<file path="src/rtl/rv32_arbiter_pkg.sv">
// Shared types for the rv32 instruction/data memory arbiter.
package rv32_arbiter_pkg;

  localparam int FAIR_W = 4;
  localparam logic [FAIR_W-1:0] FAIR_MAX = '1;

  typedef enum logic [1:0] {
    IDLE,
    BUSY_INSTR,
    BUSY_DATA
  } arb_state_t;

  typedef enum logic [1:0] {
    GNT_NONE,
    GNT_INSTR,
    GNT_DATA
  } grant_t;

endpackage

</file>
<file path="src/rtl/rv32_mem_arbiter.sv">
// Two-master (instruction/data) arbiter in front of a single memory port.
// Grants in IDLE are forwarded the same cycle; wait states lock the grant.
//
// state      | meaning
// IDLE       | no transfer outstanding, arbitrate combinationally
// BUSY_INSTR | instruction transfer waiting for mem_ready_in
// BUSY_DATA  | data transfer waiting for mem_ready_in
module rv32_mem_arbiter
  import rv32_arbiter_pkg::*;
#(
  parameter int unsigned FAIR_LIMIT = 4
) (
  input  logic        clk,
  input  logic        reset,
  input  logic [31:0] instr_address_in,
  input  logic        instr_read_in,
  output logic [31:0] instr_read_value_out,
  output logic        instr_ready_out,
  input  logic [31:0] data_address_in,
  input  logic        data_read_in,
  input  logic        data_write_in,
  input  logic [3:0]  data_write_mask_in,
  input  logic [31:0] data_write_value_in,
  output logic [31:0] data_read_value_out,
  output logic        data_ready_out,
  output logic [31:0] mem_address_out,
  output logic        mem_read_out,
  output logic        mem_write_out,
  output logic [3:0]  mem_write_mask_out,
  output logic [31:0] mem_write_value_out,
  input  logic [31:0] mem_read_value_in,
  input  logic        mem_ready_in
);

  localparam logic [FAIR_W-1:0] LIMIT = FAIR_W'(FAIR_LIMIT);

  arb_state_t        state;
  logic [FAIR_W-1:0] fair_count;
  grant_t            grant;
  logic              instr_req;
  logic              data_req;

  assign instr_req = instr_read_in;
  assign data_req  = data_read_in | data_write_in;

  // Reset gates the grant directly so the bus goes quiet without a clock edge.
  always_comb begin
    grant = GNT_NONE;
    case (state)
      IDLE: begin
        if (data_req && (fair_count < LIMIT)) grant = GNT_DATA;
        else if (instr_req)                   grant = GNT_INSTR;
        else if (data_req)                    grant = GNT_DATA;
      end
      BUSY_INSTR: grant = GNT_INSTR;
      BUSY_DATA:  grant = GNT_DATA;
      default:    grant = GNT_NONE;
    endcase
    if (!reset) grant = GNT_NONE;
  end

  assign instr_read_value_out = mem_read_value_in;
  assign data_read_value_out  = mem_read_value_in;

  always_comb begin
    mem_address_out     = '0;
    mem_read_out        = 1'b0;
    mem_write_out       = 1'b0;
    mem_write_mask_out  = '0;
    mem_write_value_out = '0;
    instr_ready_out     = 1'b0;
    data_ready_out      = 1'b0;
    case (grant)
      GNT_INSTR: begin
        mem_address_out = instr_address_in;
        mem_read_out    = 1'b1;
        instr_ready_out = mem_ready_in;
      end
      GNT_DATA: begin
        mem_address_out     = data_address_in;
        mem_read_out        = data_read_in;
        mem_write_out       = data_write_in;
        mem_write_mask_out  = data_write_mask_in;
        mem_write_value_out = data_write_value_in;
        data_ready_out      = mem_ready_in;
      end
      default: ;
    endcase
  end

  always_ff @(posedge clk or negedge reset) begin
    if (!reset) begin
      state      <= IDLE;
      fair_count <= '0;
    end else if (grant != GNT_NONE) begin
      if (mem_ready_in) begin
        state <= IDLE;
        // Only data completions while an instruction fetch waits count against fairness.
        if (grant == GNT_DATA && instr_read_in)
          fair_count <= (fair_count == FAIR_MAX) ? fair_count : fair_count + 1'b1;
        else
          fair_count <= '0;
      end else begin
        state <= (grant == GNT_INSTR) ? BUSY_INSTR : BUSY_DATA;
      end
    end
  end

endmodule

</file>
<file path="config.mk">
export PLATFORM = sky130hd
export DESIGN_NAME = rv32_mem_arbiter
export DESIGN_NICKNAME = d
export VERILOG_FILES = /design/src/rtl/rv32_arbiter_pkg.sv /design/src/rtl/rv32_mem_arbiter.sv
export SDC_FILE = /design/constraint.sdc
export NUM_CORES = 1
export LEC_CHECK = 0
export CAP_MARGIN = 40
export CORE_AREA = 10 10 97 99
export CTS_BUF_LIST = sky130_fd_sc_hd__clkbuf_4 sky130_fd_sc_hd__clkbuf_8 sky130_fd_sc_hd__clkbuf_16
export DETAILED_ROUTE_END_ITERATION = 7
export DIE_AREA = 0 0 107 109
export MAX_ROUTING_LAYER = met4
export PLACE_DENSITY_LB_ADDON = 0.12
export SLEW_MARGIN = 0
export SYNTH_ARGS = -nofsm -noshare
export SYNTH_HDL_FRONTEND = slang
export SYNTH_SLANG_ARGS = --single-unit
</file>
<file path="constraint.sdc">
create_clock -name clk -period 6.7 [get_ports clk]
set_clock_uncertainty 0.05 [all_clocks]
set_input_delay 1.34 -clock clk [delete_from_list [all_inputs] [get_ports clk]]
set_output_delay 1.34 -clock clk [all_outputs]
set_load 0.01 [all_outputs]
</file>
==> out/qor.csv, run 1 <==
metric,value,unit
status,finished clean,
postCtsHoldBufs,0,
vias,1851,
drc,0,
yosys_warnings,0,
numCtsBuffers,3,
wire_per_inst,19.54,um
slowest_stage,ha_2,
initial_core_util,21.97,%
firstDrtPassIters,4,
post_cts_resized,0,
fin_area,3072,um2
critPathKind,input port to primary output,
final_common_cell,clkdlybuf4s50_1,
synthAdderAreaFrac,3.026,%
antenna_found_initial,0,
holdWs,0.4778,ns
syn_avg_cell_area,7.255,um2
synth_mux_area_share,0,%
ys_types,28,
design.core.area,7527,um2
postCtsSetupRepairBufs,0,
min_path_type,flop to flop,
crit_top_cell,clkdlybuf4s50_1,
drive_gt1_share,2.417,%
setup_viol,0,
critical_path_arrival,4.13,ns
numPortBuffers,177,
crit_chain,clkdlybuf4s50_1 -> or2_2 -> a21boi_0 -> o21ai_0 -> ha_2 -> buf_12 -> a22oi_1 -> nor2b_1 -> clkdlybuf4s50_1,
power.leakage,1.101,nW
grt_setup_unrepaired,false,
grt_use_total,13.39,%
viasPerCell,4.275,
placed_area,3030,um2
finalHoldViolations,0,
wl,8462,um
max_stage_delay,0.66,ns
ir_drop,0.00004811,V
finalCriticalPeriod,5.521,ns
syn_inst,228,
die_h,109,um
cp.required,5.31,ns
final_util,40.81,%
grt_max_degree,40,
dieArea,11660,um2
finalSetupTns,0,ns
die_x,107,um
cts_root_buffer,clkbuf_8,
drtIter0Drc,76,
syn_nets,370,
htree_levels,1,
hpwl,7266,um
area_delta_synth_final,85.70,%
cts.sinks,6,
synth_top_family_by_area,buffers and inverters,
clkTransAtPathRegs,0.04,ns
synth-seq-area-share,9.077,%
layout_common_cells,"clkdlybuf4s50_1 (177), and2_1 (39), nor2b_1 (35)",
grt_pass1_wl,11790,um
grt-ovfl-total,0,
worstMarginPinSlew,0.8017,ns
cts_max_path_buffers,2,
ys_seq_elements,6,
synthSimpleGateAreaFrac,33.13,%
cts_tree,built,
num_antenna_cells,0,
netlist_area,1654,um2
synthXorXnorAreaFrac,0,%
grt_pass1_vias,1952,
io_pins,274,
rows,32,
gpl.final_weighted_congestion,0.7381,
finalPower,0.3566,mW
maxCapViolations,0,
end_kind,primary output,
relSlewSlack,46.56,%
start_kind,input port,
nets,475,
clkLatencyLatePin,0.22,ns
p_per_area,116.1,nW/um2
fin_crit_sh,82.40,%
fmax,0.1811,GHz
finalMaxSlewViolations,0,
synth-compound-area-share,21.10,%
antenna_left,0,
timing.critical_path.fanout_max,39,
==> logic make-up after synthesis <==
logic type      after synthesis
compound gates               49
fa+ha+maj                     4
flops                         6
simple gates                 89
buf+inv                      80
==> path summary, 6_finish.rpt <==
| check | slack (ns) | from | cells past startpoint | end |
|---|---|---|---|---|
| worst min register to register | 0.48 | state[1]$_DFFE_PN0P_ | 2 | state[1]$_DFFE_PN0P_ |
| max in group asynchronous | 5.01 | reset | 1 | state[1]$_DFFE_PN0P_ |
| min in group asynchronous | 1.34 | reset | 1 | fair_count[0]$_DFFE_PN0P_ |
| worst max-delay path | 1.18 | data_read_in | 9 | mem_address_out[23] |
| worst min-delay path | 0.48 | state[1]$_DFFE_PN0P_ | 2 | state[1]$_DFFE_PN0P_ |
| worst max register to register | 4.39 | fair_count[2]$_DFFE_PN0P_ | 7 | fair_count[0]$_DFFE_PN0P_ |
==> per-stage QoR <==
stage	worst slack, ns	std cells
6_report	1.179	433
3_5_place_dp	1.100	430
2_1_floorplan	2.574	228
4_1_cts	1.112	433
3_3_place_gp	1.128	430
5_1_grt	0.9167	433
==> power by group <==
group	switching, mW	internal, mW	total, mW
clock network	0.0162	0.0387	0.0549
registers	0.00740	0.0428	0.0503
logic	0.0952	0.156	0.251
==> critical path: cells and delay by family <==
kind	cells	cell delay, ns
simple gates	2	0.28
buf+inv	3	1.34
compound gates	3	0.49
fa+ha+maj	1	0.66
==> layout make-up <==
type	count	area, um2
fillers	792	4456
well taps	102	127.6
multi-input cells	142	949.7
repair buffers	179	1799
flip-flops and latches	6	150.1
clock buffers	3	41.29
inverters	1	3.754
==> per-layer routing <==
metal / GRT usage [%] / wire, um
met1: 11.94 / 2674
met2: 25.77 / 4832
met3: 6.136 / 884
met4: 2.128 / 71
met5: - / 0
==> flip-flops by register name (all words and copies together), names as in the netlist <==
name	count
fair_count	4
state	2
==> cells in the mapped netlist, drive strengths merged <==
cell type | n | share of area, %
buf | 72 | 32
and2 | 40 | 15
nor2b | 35 | 13
a22oi | 32 | 15
clkbuf | 7 | 1.6
dfrtp | 6 | 9.1
o21ai | 5 | 1.5
a21oi | 4 | 1.2
ha | 4 | 3.0
nand2 | 4 | 0.91
a21boi | 2 | 0.91
and3 | 2 | 0.76
nand2b | 2 | 0.76
o21a | 2 | 0.91
o31ai | 2 | 0.91
a221o | 1 | 0.61
inv | 1 | 0.23
nand3 | 1 | 0.30
nor2 | 1 | 0.23
nor3 | 1 | 0.30
nor3b | 1 | 0.45
o311ai | 1 | 0.53
or2 | 1 | 0.38
or3b | 1 | 0.53
(Power assumes the default switching activity.)
==> inputs of run 2 (changes only) <==
--- a/config.mk
+++ b/config.mk
@@ -6,10 +6,10 @@
 export NUM_CORES = 1
 export LEC_CHECK = 0
 export CAP_MARGIN = 40
-export CORE_AREA = 10 10 97 99
+export CORE_MARGIN = 10
+export CORE_UTILIZATION = 22
 export CTS_BUF_LIST = sky130_fd_sc_hd__clkbuf_4 sky130_fd_sc_hd__clkbuf_8 sky130_fd_sc_hd__clkbuf_16
 export DETAILED_ROUTE_END_ITERATION = 7
-export DIE_AREA = 0 0 107 109
 export MAX_ROUTING_LAYER = met4
 export PLACE_DENSITY_LB_ADDON = 0.12
 export SLEW_MARGIN = 0
==> constraint.sdc (replaced) <==
create_clock -name clk -period 5.1 [get_ports clk]
set_clock_uncertainty 0.05 [all_clocks]
set_input_delay 1.02 -clock clk [delete_from_list [all_inputs] [get_ports clk]]
set_output_delay 1.02 -clock clk [all_outputs]
set_load 0.01 [all_outputs]
==> run 2 against run 1 <==
- critical path depth decreased by 1
- non-clock buffer count increased by 4
- die area decreased by 2.4%
- highest routed layer unchanged
- clock power increased by 28%
- first-iteration DRC count decreased by 33%
- register-to-register slack got worse by 1.4 ns
- setup slack got worse by 0.69 ns
- flip-flop and latch count unchanged
- critical endpoint is now mem_address_out[27]
- wire length decreased by 1.6%
==> out/qor.csv, run 2 (synthesized netlist as in run 1, its figures left out) <==
metric,value,unit
ff2ff_setup_slack,3.02,ns
startpoint,data_read_in,
finalHoldViolations,0,
power.leakage,1.121,nW
reg2reg_depth,7,
fin_crit_sh,90.33,%
cts_tree,built,
num_antenna_cells,0,
critPathKind,input port to primary output,
p_per_area,151.3,nW/um2
fillers,786,
hpwl,7296,um
wire_per_inst,19.18,um
grt_pass1_wl,12280,um
die_h,106.7,um
layout_common_cells,"clkdlybuf4s50_1 (177), and2_1 (39), nor2b_1 (35)",
final_common_cell,clkdlybuf4s50_1,
rows,31,
antenna_left,0,
drtIter0Drc,51,
io_pins,274,
final_util,42.48,%
drc,0,
initial_core_util,22.68,%
design.core.area,7292,um2
grt_setup_unrepaired,false,
finalCriticalPeriod,4.607,ns
worstMarginPinSlew,0.3568,ns
status,finished clean,
hold_start,state[1]$_DFFE_PN0P_,
grt-ovfl-total,0,
dp_worst_setup_slack,0.4498,ns
cts_root_buffer,clkbuf_8,
largest_reg_flops,4,
cp.required,4.03,ns
relSlewSlack,76.21,%
numPortBuffers,177,
min_to,state[1]$_DFFE_PN0P_,
post_cts_resized,0,
min_path_type,flop to flop,
numCtsBuffers,3,
wl,8325,um
dieArea,11390,um2
clkLatencyLatePin,0.22,ns
die_x,106.7,um
cts_max_path_buffers,2,
finalPower,0.4689,mW
postCtsSetupRepairBufs,0,
maxCapViolations,0,
vias,1843,
postCtsHoldBufs,0,
worst_slack,0.4932,ns
final_cells,434,
largest_register,fair_count,
area_delta_synth_final,87.29,%
critical_path_arrival,3.54,ns
grt_max_degree,46,
clkTransAtPathRegs,0.03,ns
drive_gt1_share,3.582,%
nets,479,
htree_levels,1,
gpl.final_weighted_congestion,0.7634,
finalSetupTns,0,ns
end_kind,primary output,
ir_drop,0.00006222,V
viasPerCell,4.247,
start_kind,input port,
fmax,0.2171,GHz
grt_use_total,13.95,%
firstDrtPassIters,4,
finalMaxSlewViolations,0,
r2r_end,fair_count[1]$_DFFE_PN0P_,
dp_cells,431,
setup_viol,0,
cts.sinks,6,
grt_pass1_vias,2087,
reg.largest.list,"fair_count (4), state (2)",
antenna_found_initial,0,
holdPathStages,2,
timing.rr.start,fair_count[2]$_DFFE_PN0P_,
timing.critical_path.fanout_max,24,
==> run 2: cell count changes in the layout (fill, tap and decap cells not counted) <==
| cell | delta |
|---|---|
| buf_4 | +4 |
==> run 2: worst max path at each step <==
stage                           to  slack (ns)  cells after the start
2_1_floorplan   mem_address_out[0]        1.61                      6
3_5_place_dp   mem_address_out[12]        0.45                      8
3_3_place_gp   mem_address_out[18]        0.50                      9
5_1_grt        mem_address_out[26]        0.28                      8
6_report       mem_address_out[27]        0.49                      8
4_1_cts        mem_address_out[15]        0.44                      8
==> run 2: metrics by stage <==
stage	area, um2	hold WS (ns)
CTS	3098	0.4731
global route	3098	0.5207
global placement	3057	0.4667
floorplan	1654	0.4247
detailed placement	3057	0.4643
finish	3098	0.4694
==> run 2: per-layer routing <==
metal | GRT usage, % | share of wire, % | vias to the layer above
li1 | - | - | 916
met1 | 12.50 | 32 | 810
met2 | 26.12 | 56 | 102
met3 | 6.826 | 11 | 15
met4 | 2.708 | 0.89 | 0
met5 | - | 0 | -
==> run 2: report_power, final <==
group	internal, mW	total (mW)	switching [mW]	leakage (nW)
Combinational	0.208	0.333	0.125	1.02
Sequential	0.0563	0.0653	0.00895	0.0802
Clock	0.0506	0.0705	0.0199	0.0216
==> run 2: critical path, stage by stage <==
cell and delay [ns]:
clkdlybuf4s50_1 0.44, or2_2 0.29, a21boi_0 0.22, o21ai_0 0.16
ha_1 0.50, buf_12 0.19, nor2b_1 0.15, clkdlybuf4s50_1 0.56
==> run 2: cell type report <==
type	count	area (um2)	area share [%]
Sequential cell	6	150.1	4.847
Tap cell	99	123.9	3.998
Inverter	1	3.754	0.1212
Clock buffer	3	41.29	1.333
Timing Repair Buffer	183	1829	59.05
Multi-Input combinational cell	142	949.7	30.65
==> inputs of run 3 (changes only) <==
--- a/config.mk
+++ b/config.mk
@@ -6,12 +6,14 @@
 export NUM_CORES = 1
 export LEC_CHECK = 0
 export CAP_MARGIN = 40
+export CORE_ASPECT_RATIO = 1.25
 export CORE_MARGIN = 10
 export CORE_UTILIZATION = 22
 export CTS_BUF_LIST = sky130_fd_sc_hd__clkbuf_4 sky130_fd_sc_hd__clkbuf_8 sky130_fd_sc_hd__clkbuf_16
 export DETAILED_ROUTE_END_ITERATION = 7
 export MAX_ROUTING_LAYER = met4
 export PLACE_DENSITY_LB_ADDON = 0.12
+export SETUP_SLACK_MARGIN = 0.05
 export SLEW_MARGIN = 0
 export SYNTH_ARGS = -nofsm -noshare
 export SYNTH_HDL_FRONTEND = slang
==> run 3 against run 2 <==
- first-iteration DRC count is the same
- largest cell class unchanged
- sequential share of layout area hardly changed
- flip-flop and latch count stayed put
- register-to-register slack worse by 0.02 ns
- via count increased by 1.4%
- critical path type unchanged
- sequential power barely moved
- clock power barely moved
- global-route usage shrank 0.49 points
- clock-buffer cell count is the same
==> out/qor.csv, run 3 (synthesized netlist as in run 1, its figures left out) <==
metric,value,unit
status,finished clean,
layout_common_cells,"clkdlybuf4s50_1 (177), and2_1 (39), nor2b_1 (35)",
io_pins,274,
ff2ff_setup_slack,3.00,ns
switching_share,33.09,%
firstDrtPassIters,4,
grt.busiest_layer,met2,
clkLatencyLatePin,0.22,ns
min_to,state[1]$_DFFE_PN0P_,
placed_area,3050,um2
largest_reg_flops,4,
nets,481,
grt_pass1_wl,11900,um
critPathKind,input port to primary output,
numCtsBuffers,3,
reg.largest.list,"fair_count (4), state (2)",
design.core.area,7357,um2
num_antenna_cells,0,
final_common_cell,clkdlybuf4s50_1,
initial_core_util,22.48,%
critical_path_arrival,3.55,ns
rows,35,
htree_levels,1,
antenna_left,0,
cts.sinks,6,
p_per_area,152.1,nW/um2
finalHoldViolations,0,
fmax,0.2165,GHz
postCtsHoldBufs,0,
post_cts_resized,0,
r2r_end,fair_count[1]$_DFFE_PN0P_,
grt_use_total,13.46,%
grt-ovfl-total,0,
hold_start,state[1]$_DFFE_PN0P_,
hpwl,7174,um
end_kind,primary output,
p_int,0.3147,mW
wl,8331,um
cts_tree,built,
switching_power,0.1556,mW
combPwrFrac,71.1,%
final_cells,429,
use_met3,4.639,%
dp_cells,426,
numPortBuffers,177,
cts_root_buffer,clkbuf_8,
grt_max_degree,27,
largest_register,fair_count,
pwr-share-seq,13.9,%
timing.rr.start,fair_count[2]$_DFFE_PN0P_,
drive_gt1_share,4.154,%
min_path_type,flop to flop,
drtIter0Drc,51,
gpl.final_weighted_congestion,0.7414,
holdPathStages,2,
die_x,97.56,um
finalMaxSlewViolations,0,
power.leakage,1.127,nW
timing.critical_path.fanout_max,17,
wire_per_inst,19.42,um
use_met1,13.12,%
p_clk_share,15.0,%
worst_slack,0.4818,ns
postCtsSetupRepairBufs,0,
finalCriticalPeriod,4.618,ns
antenna_found_initial,0,
dieArea,11410,um2
ir_drop,0.0001345,V
drc,0,
cp.required,4.03,ns
die_h,116.9,um
clkTransAtPathRegs,0.03,ns
grtUsageMet2,24.92,%
grt_setup_unrepaired,false,
reg2reg_depth,7,
area_delta_synth_final,86.91,%
cts_max_path_buffers,2,
dp_worst_setup_slack,0.4562,ns
relSlewSlack,76.62,%
viasPerCell,4.354,
finalSetupTns,0,ns
setup_viol,0,
fin_crit_sh,90.55,%
vias,1868,
maxCapViolations,0,
start_kind,input port,
fin_area,3092,um2
grt_pass1_vias,2093,
worstMarginPinSlew,0.3507,ns
## run 3: metrics by stage
stage,hold WS [ns],utilization (%),power (mW)
final,0.4764,42.02,0.4703
after global routing,0.5015,42.02,0.5028
after CTS,0.4783,42.02,0.4788
after detailed placement,0.4693,41.46,0.4044
after global placement,0.4760,41.46,0.4050
after floorplan,0.4247,-,0.2477
## run 3: critical path, cell delays in order
cell             delay [ns]
clkdlybuf4s50_1        0.47
or2_2                  0.14
a21boi_0               0.11
o21ai_0                0.27
ha_2                   0.46
buf_4                  0.27
a22oi_1                0.09
nor2b_1                0.13
clkdlybuf4s50_1        0.58
## run 3: final cells by class
class | count | area, um2
sequential | 6 | 150.1
inverter | 1 | 3.754
fill | 777 | 4265
tap | 92 | 115.1
clock buffer | 3 | 41.29
timing repair buffer | 185 | 1832
multi-input combinational | 142 | 949.7
## run 3: per-layer routing
layer	up-vias	part of all wire (%)
met1	854	35
met2	82	55
li1	917	-
met3	15	7.1
met4	0	2.4
met5	-	0
## run 3: power by group through the flow
stage	registers, mW	logic [mW]	clock network [mW]
after floorplan	0.0635	0.184	0
after global placement	0.0662	0.339	0
after detailed placement	0.0658	0.339	0
after CTS	0.0654	0.341	0.0727
after global routing	0.0667	0.361	0.0756
final	0.0653	0.334	0.0707
## run 3: worst max-delay path by stage
stage                  start                   to  slack [ns]  cells past startpoint
3_3_place_gp    data_read_in  mem_address_out[16]        0.52                      9
4_1_cts        data_write_in  mem_address_out[23]        0.46                      9
6_report       data_write_in  mem_address_out[23]        0.48                      9
3_5_place_dp   data_write_in  mem_address_out[23]        0.46                      9
5_1_grt         data_read_in  mem_address_out[18]        0.23                      9
2_1_floorplan  data_write_in   mem_address_out[0]        1.61                      6
==> variant (config.mk and constraints of run 3) <==
`FAIR_W`: 4 -> 6.
--- a/src/rtl/rv32_arbiter_pkg.sv
+++ b/src/rtl/rv32_arbiter_pkg.sv
@@ -1,7 +1,7 @@
 // Shared types for the rv32 instruction/data memory arbiter.
 package rv32_arbiter_pkg;
 
-  localparam int FAIR_W = 4;
+  localparam int FAIR_W = 6;
   localparam logic [FAIR_W-1:0] FAIR_MAX = '1;
 
   typedef enum logic [1:0] {
Formal check against the unedited RTL: same outputs for any inputs over 10 cycles, from zero or initial values and one cycle with reset low; that may be too few to reach the edited logic, so the function may still have changed.
==> variant against run 3 <==
- worst hold slack lost 0.045 ns
- total power shrank 3.5%
- critical path type unchanged
- setup slack lost 0.044 ns
- register-to-register slack lost 0.71 ns
- synthesized area grew 7.6%
- final area grew 5.0%
- via count grew 8.8%
- count of clock-buffer cells in the layout is the same
- sequential share of layout area grew 1.3 points
- routed wire length grew 7.8%
- critical path depth is the same
- sequential cell count grew 2
==> variant: results (changes against run 3) <==
[clock_tree]
cts_setup_buffers=0  ; unchanged

[placement]
place_inst=442  ; +3.8%
postPlaceCellArea_mm2=0.003204  ; +5.0%
hpwl_um=7660  ; +6.8%
place_ws_ns=0.4063  ; -0.04983 ns

[synthesis]
ys_warn_count=0  ; unchanged
seq_area_frac_synth_pct=11.24  ; +2.2 points
synth_mux_area_share_pct=0.5622  ; +0.56 points
synth_compound_area_share_pct=22.07  ; +0.96 points
yosys.area_share.adder_pct=2.811  ; -0.21 points
ys_types=36  ; +29%
yosys-top-cells-count=64 x buf_4, 39 x and2_1, 34 x nor2b_1
syn_nets=385  ; +4.1%
synthTopCellsByArea=buf_4 27%, and2_1 14%, a22oi_1 13%
syn_inst=243  ; +6.6%

[timing]
max_freq_mhz=214.5  ; -0.94%
worst_hold_slack_ns=0.4311  ; -0.04529 ns

[routing]
routed_via_density=4.566  ; +4.9%
route.met3.wl_um=920  ; +55%
dr_wl_met2_um=4526  ; -1.9%
drtIter0Drc=49  ; -3.9%
highest_layer=met4
wl_per_cell_um=20.18  ; +3.9%

[pwr]
ir_drop_v=0.0001007  ; -25%
switching_share_pct=31.70  ; -1.4 points
power.leakage_nw=1.156  ; +2.6%
power_density_mw_per_mm2=139.8  ; -8.1%
p_seq_uw=73.2  ; +12%
power.share.clock_pct=17.2  ; +2.2 points

[setup_path]
critPathArrivalTime_ns=3.59  ; +0.04 ns
r2r_cells=9  ; +2
rrSetupSlack_ns=2.29  ; -0.71 ns
cpPeakStageDelay_ns=0.61  ; +0.03 ns
crit_fanout=33  ; +16

[finish]
layout.cells.non_filler=445  ; +3.7%
fin_nets=494  ; +2.7%
reg.largest.list=fair_count (6), state (2)
drive_gt1_share_pct=4.571  ; +0.42 points

[run_status]
status=finished clean

[global_route]
grt_pass1_vias=2267  ; +8.3%
grt_usage_pct=14.05  ; +0.59 points
grt_first_pass_wirelength_um=13210  ; +11%
grt_util_met3_pct=5.869  ; +1.2 points
grt_start_max_net_pins=36  ; +33%
met2_usage_pct=23.27  ; -1.7 points

[variant: cell types whose count changed in the layout (fill, tap and decap cells not counted), sizes merged, moves of 2 or more]
cell,change
o21a,-2
a41oi,+2
nor2,+2
nand4,+2
inv,+4
dfrtp,+2
a21boi,-2
[variant: cell type report]
cell class,instances,area [µm²]
timing repair buffer,185,1857
sequential,8,200.2
multi-input combinational,149,1010
clock buffer,3,41.29
inverter,5,18.77
fill,822,4592
tap,95,118.9
[variant: path summary, 6_finish.rpt]
check / startpoint / to
worst max-delay path: data_read_in / mem_address_out[20]
worst min-delay path: state[0]$_DFFE_PN0P_ / state[0]$_DFFE_PN0P_
worst max register to register: fair_count[2]$_DFFE_PN0P_ / fair_count[1]$_DFFE_PN0P_
worst min register to register: state[0]$_DFFE_PN0P_ / state[0]$_DFFE_PN0P_
max in group asynchronous: reset / fair_count[4]$_DFFE_PN0P_
min in group asynchronous: reset / fair_count[1]$_DFFE_PN0P_
